$ cat src/rtl/obi_hetic_cfg_mgr.sv
// OBI manager that programs / reads back one HETI interrupt-line config halfword per command.
// Optional rvalid timeout is compiled in with `define OBI_HETIC_CFG_TIMEOUT_EN.
module obi_hetic_cfg_mgr #(
  parameter int          NrIrqLines    = 64,
  parameter int          NrIrqPrios    = 32,
  parameter logic [31:0] BaseAddr      = 32'h0000_2000,
  parameter int          TimeoutCycles = 255,
  localparam int         PrioWidth     = $clog2(NrIrqPrios),
  localparam int         IrqWidth      = $clog2(NrIrqLines),
  localparam int         CfgWidth      = 6 + PrioWidth
) (
  input  logic                clk_i,
  input  logic                rst_ni,
  input  logic                cmd_valid_i,
  output logic                cmd_ready_o,
  input  logic                cmd_we_i,
  input  logic [IrqWidth-1:0] cmd_line_i,
  input  logic [1:0]          cmd_be_i,
  input  logic [CfgWidth-1:0] cmd_cfg_i,
  output logic                rsp_valid_o,
  input  logic                rsp_ready_i,
  output logic                rsp_err_o,
  output logic [CfgWidth-1:0] rsp_cfg_o,
  output logic                obi_req_o,
  input  logic                obi_gnt_i,
  output logic [31:0]         obi_addr_o,
  output logic                obi_we_o,
  output logic [3:0]          obi_be_o,
  output logic [31:0]         obi_wdata_o,
  input  logic                obi_rvalid_i,
  input  logic [31:0]         obi_rdata_i
);

  typedef enum logic [1:0] {IDLE, REQ, RESP, DONE} state_e;

  state_e                state_reg, state_next;
  logic [31:0]           addr_reg;
  logic [3:0]            be_reg;
  logic [31:0]           wdata_reg;
  logic                  we_reg;
  logic                  odd_reg;
  logic                  rsp_err_reg;
  logic [CfgWidth-1:0]   rsp_cfg_reg;

  logic                  accept;
  logic                  line_ok;
  logic                  local_done;
  logic                  tmo_hit;
  logic [15:0]           cmd_hw;
  logic [15:0]           rd_hw;
  logic [1:0]            half_be;
  logic [CfgWidth-1:0]   rd_cfg;
  logic                  unused_rd_hw;

  assign accept     = cmd_valid_i && cmd_ready_o;
  assign line_ok    = 32'(cmd_line_i) < 32'(NrIrqLines);
  // Out-of-range lines and empty writes never touch the bus.
  assign local_done = !line_ok || (cmd_we_i && (cmd_be_i == 2'b00));

  assign cmd_hw  = {8'(cmd_cfg_i[CfgWidth-1:6]), 2'b00, cmd_cfg_i[5:0]};
  assign half_be = cmd_we_i ? cmd_be_i : 2'b11;

  assign rd_hw        = odd_reg ? obi_rdata_i[31:16] : obi_rdata_i[15:0];
  assign rd_cfg       = {rd_hw[8 +: PrioWidth], rd_hw[5:0]};
  assign unused_rd_hw = ^rd_hw;

`ifdef OBI_HETIC_CFG_TIMEOUT_EN
  localparam int TmoBits  = $clog2(TimeoutCycles + 1);
  localparam int TmoWidth = (TmoBits < 8) ? 8 : ((TmoBits > 16) ? 16 : TmoBits);

  logic [TmoWidth-1:0] tmo_cnt_reg;

  // Fires in the last permitted RESP cycle so DONE follows exactly TimeoutCycles RESP cycles.
  assign tmo_hit = (state_reg == RESP) && !obi_rvalid_i &&
                   (tmo_cnt_reg == TmoWidth'(TimeoutCycles - 1));

  always_ff @(posedge clk_i or negedge rst_ni) begin
    if (!rst_ni) begin
      tmo_cnt_reg <= '0;
    end else if ((state_reg == REQ) && obi_gnt_i) begin
      tmo_cnt_reg <= '0;
    end else if (state_reg == RESP) begin
      tmo_cnt_reg <= tmo_cnt_reg + 1'b1;
    end
  end
`else
  assign tmo_hit = 1'b0;
`endif

  always_comb begin
    state_next = state_reg;
    case (state_reg)
      IDLE:    if (accept)                   state_next = local_done ? DONE : REQ;
      REQ:     if (obi_gnt_i)                state_next = RESP;
      RESP:    if (obi_rvalid_i || tmo_hit)  state_next = DONE;
      DONE:    if (rsp_ready_i)              state_next = IDLE;
      default:                               state_next = IDLE;
    endcase
  end

  always_ff @(posedge clk_i or negedge rst_ni) begin
    if (!rst_ni) begin
      state_reg   <= IDLE;
      addr_reg    <= '0;
      be_reg      <= '0;
      wdata_reg   <= '0;
      we_reg      <= 1'b0;
      odd_reg     <= 1'b0;
      rsp_err_reg <= 1'b0;
      rsp_cfg_reg <= '0;
    end else begin
      state_reg <= state_next;
      if (accept) begin
        addr_reg    <= BaseAddr + ((32'(cmd_line_i) >> 1) << 2);
        be_reg      <= cmd_line_i[0] ? {half_be, 2'b00} : {2'b00, half_be};
        wdata_reg   <= !cmd_we_i ? 32'd0 :
                       (cmd_line_i[0] ? {cmd_hw, 16'h0000} : {16'h0000, cmd_hw});
        we_reg      <= cmd_we_i;
        odd_reg     <= cmd_line_i[0];
        rsp_err_reg <= !line_ok;
        rsp_cfg_reg <= '0;
      end
      if (state_reg == RESP) begin
        if (obi_rvalid_i) begin
          if (!we_reg) rsp_cfg_reg <= rd_cfg;
        end else if (tmo_hit) begin
          rsp_err_reg <= 1'b1;
        end
      end
    end
  end

  assign cmd_ready_o = (state_reg == IDLE);
  assign rsp_valid_o = (state_reg == DONE);
  assign obi_req_o   = (state_reg == REQ);
  assign rsp_err_o   = rsp_err_reg;
  assign rsp_cfg_o   = rsp_cfg_reg;
  assign obi_addr_o  = addr_reg;
  assign obi_we_o    = we_reg;
  assign obi_be_o    = be_reg;
  assign obi_wdata_o = wdata_reg;

endmodule
$ cat config.mk
export PLATFORM = sky130hd
export DESIGN_NAME = obi_hetic_cfg_mgr
export DESIGN_NICKNAME = d
export VERILOG_FILES = /design/src/rtl/obi_hetic_cfg_mgr.sv
export SDC_FILE = /design/constraint.sdc
export NUM_CORES = 1
export LEC_CHECK = 0
export ABC_AREA = 1
export BUFFER_PORTS_ARGS = -buffer_cell sky130_fd_sc_hd__buf_2
export CAP_MARGIN = 20
export CELL_PAD_IN_SITES_DETAIL_PLACEMENT = 0
export CELL_PAD_IN_SITES_GLOBAL_PLACEMENT = 2
export CORE_MARGIN = 2
export CORE_UTILIZATION = 23
export CTS_CLUSTER_SIZE = 40
export DETAILED_ROUTE_END_ITERATION = 10
export HOLD_SLACK_MARGIN = 0.15
export PLACE_DENSITY_LB_ADDON = 0.12
export SKIP_CTS_REPAIR_TIMING = 1
export SLEW_MARGIN = 0
export SYNTH_ARGS = -nofsm -noshare
export SYNTH_HDL_FRONTEND = slang
export SYNTH_SLANG_ARGS = --single-unit
$ cat constraint.sdc
create_clock -name clk_i -period 1.51 [get_ports clk_i]
set_input_delay 0.151 -clock clk_i [delete_from_list [all_inputs] [get_ports clk_i]]
set_output_delay 0.151 -clock clk_i [all_outputs]
set_load 0.05 [all_outputs]
==> run_results.csv <==
group,metric,value,unit
status,run_status,"finished clean",
floorplan,row_count,37,
clock_tree,clock_path_buffers,2,
logic_synthesis,yosys_warnings,0,
logic_synthesis,ys_seq_elements,47,
pwr,powerDensity,2170,nW/µm²
logic_synthesis,synthArstFlopShare,100,%
grt,overflow,0,
worst_setup_path,critPathMaxStageDelay,0.43,ns
logic_synthesis,yosysMostFrequentCell,"nand2_1",
sta,fmax,0.714,GHz
grt,antenna_found_initial,0,
flow_run,cap_violations,0,
worst_setup_path,start_kind,"register",
worst_setup_path,cpMaxStageDelayCell,"dfrtp_1",
pwr,clockPowerShare,11.4,%
drt,drtAntennaViolNets,0,
clock_tree,htreeDepth,2,
sta,rsz0062_at_grt,"false",
worst_setup_path,crit_chain,"inv_2, ha_4, buf_2",
logic_synthesis,synth_top_area_share,49.4,%
drt,dr.first_iter.drc_count,82,
grt,first_global_vias,1931,
floorplan,coreArea,10200,µm²
worst_setup_path,rr_worst_depth,6,
worst_setup_path,cp_max_fo,4,
worst_setup_path,cp.arrival,1.25,ns
sta,clock_skew,0.00670,ns
drt,vias,2016,
layout,final_cells,532,
layout,postLayoutCoreUtil,31.1,%
floorplan,pin_count,142,
placement,globalplace.congestion,0.663,
layout,diodes,0,
logic_synthesis,ys_seq_area_share,49.4,%
clock_tree,cts_sinks,47,
drt,drt_wl_total,6.42,mm
clock_tree,numCtsBuffers,5,
placement,place_inst,508,
drt,drc,0,
pwr,switching_power,3850,µW
worst_setup_path,critical_path.top_delay_family,"flip-flops",
floorplan,chipHeight,106,µm
drt,drtPass1Iterations,4,
logic_synthesis,ys.flop_type,"dfrtp_1",
logic_synthesis,synth_area,2380,µm²
sta,slew_viol_final,0,
clock_tree,clkLatencyLatePin,0.30,ns
pwr,power_frac_comb,58.9,%
worst_hold_path,hold_path_depth,3,
layout,largest_reg_flops,22,
placement,dp_hpwl,4.38,mm
floorplan,dieArea,11200,µm²
logic_synthesis,synth_edf_count,0,
worst_setup_path,worstSetupPathType,"register to primary output",
worst_setup_path,critPathBufInv,2,
clock_tree,cts_tree,"done",
sta,timing.hold.ws,0.139,ns
layout,drive_above_1_share,32.3,%
layout,final_cell_area,3160,µm²
floorplan,fp.dieW,106,µm
grt,grt_start_max_net_pins,48,
worst_setup_path,cp_num_cells,3,
drt,via_per_inst,3.79,
layout,area_growth,33.0,%
logic_synthesis,postSynthCellCount,284,
clock_tree,clockRootBuffer,"clkbuf_8",
placement,placed_area,2900,µm²
sta,setup_tns,0,ns
floorplan,initial_core_util,23.4,%
logic_synthesis,synth.distinct_cells,17,
sta,layout_min_cycle_time,1.40,ns
logic_synthesis,yosysTopAreaCell,"dfrtp_1",
worst_hold_path,hold_path.class,"input port to register",
worst_setup_path,cp_data_required_time,1.36,ns
logic_synthesis,synth_common_cells,"nand2_1 (122), dfrtp_1 (47), buf_4 (37)",
clock_tree,clkTransAtPathRegs,0.09,ns
logic_synthesis,synth.area.top_cells,"dfrtp_1 (49%), nand2_1 (19%), buf_4 (12%)",
grt,grt_pass1_wl,9.91,mm
pwr,max-vdd-ir-drop,0.695,mV
sta,hold_viol,0,
logic_synthesis,syn_avg_cell_area,8.38,µm²
pwr,p_leak,0.00176,µW
pwr,seq_power_share,29.7,%
worst_setup_path,worst_setup_path_end_kind,"primary output",
drt,drt-wirelength-per-cell,12.1,µm
layout,layout.nets,458,
placement,io_buffers,94,
sta,min_period_over_period,92.8,%
grt,track_usage,11.2,%
pwr,swShare,56.1,%
sta,finalSetupViolCount,0,
pwr,p_int,3020,µW
-- worst min-delay path, delay by kind of cell --
kind                   cells  cell delay [ns]
buffers and inverters      1             0.10
AND/OR/NAND/NOR            1             0.09
AO/OA/AOI/OAI              1             0.06
-- cell families after synthesis --
kind of cell               after synthesis  share of synthesized area (%)
adders and majority gates                5                           2.63
other                                    1                          0.158
buffers and inverters                   59                           16.1
DFF                                     47                           49.4
and+or+nand+nor                        131                           21.5
AOI/OAI and AO/OA                       41                           10.2
-- final timing paths --
| path | start | to | slack (ns) |
|---|---|---|---|
| min in group asynchronous | rst_ni | obi_wdata_o[2]$_DFFE_PN0P_ | 0.36 |
| max in group asynchronous | rst_ni | rsp_cfg_o[7]$_DFF_PN0_ | 0.91 |
| max | state_reg[0]$_DFFE_PN0P_ | cmd_ready_o | 0.11 |
| max reg2reg | state_reg[0]$_DFFE_PN0P_ | obi_addr_o[13]$_DFFE_PN0P_ | 0.14 |
| min | cmd_cfg_i[8] | obi_wdata_o[10]$_DFFE_PN0P_ | 0.14 |
| min reg2reg | obi_addr_o[13]$_DFFE_PN0P_ | obi_addr_o[13]$_DFFE_PN0P_ | 0.48 |
-- layout make-up --
| type | instances | area [µm²] |
|---|---|---|
| inverters | 11 | 41.3 |
| repair buffers | 115 | 701 |
| clock buffers | 5 | 68.8 |
| multi-input cells | 215 | 986 |
| fillers | 1153 | 7020 |
| flip-flops and latches | 47 | 1180 |
| well taps | 136 | 170 |
| clock inverters | 3 | 20.0 |
-- power by group through the flow --
| stage | logic, µW | registers (µW) | clock network, µW |
|---|---|---|---|
| 6_report | 4050 | 2040 | 784 |
| 5_1_grt | 4360 | 2120 | 877 |
| 4_1_cts | 4020 | 2050 | 839 |
| 3_5_place_dp | 4020 | 2070 | 0 |
| 3_3_place_gp | 4010 | 2070 | 0 |
| 2_1_floorplan | 1470 | 3710 | 0 |
-- layer usage --
metal,track usage (%),routed length [µm],vias to the layer above
met5,0,0,-
met4,2.54,61,0
met3,3.15,424,6
met2,17.8,2880,79
met1,15.1,3050,902
li1,-,-,1029
-- metrics by stage --
step                power, µW  setup WS, ns
floorplan                5180        0.0309
detailed placement       6080        0.0699
global placement         6090        0.0812
CTS                      6910        0.0164
finish                   6870         0.109
global route             7360        0.0413
-- cells in the final DEF (no fill, tap or decap), drive strengths merged --
cell and instances:
or2 3, nor3 1, nand2 124, dlygate4sd3 15, buf 100, clkinvlp 2, dfrtp 47, clkinv 1
conb 37, inv 11, nor2 4, ha 5, clkbuf 5, o21ai 41
No activity file was read; power rests on OpenSTA's default activity.
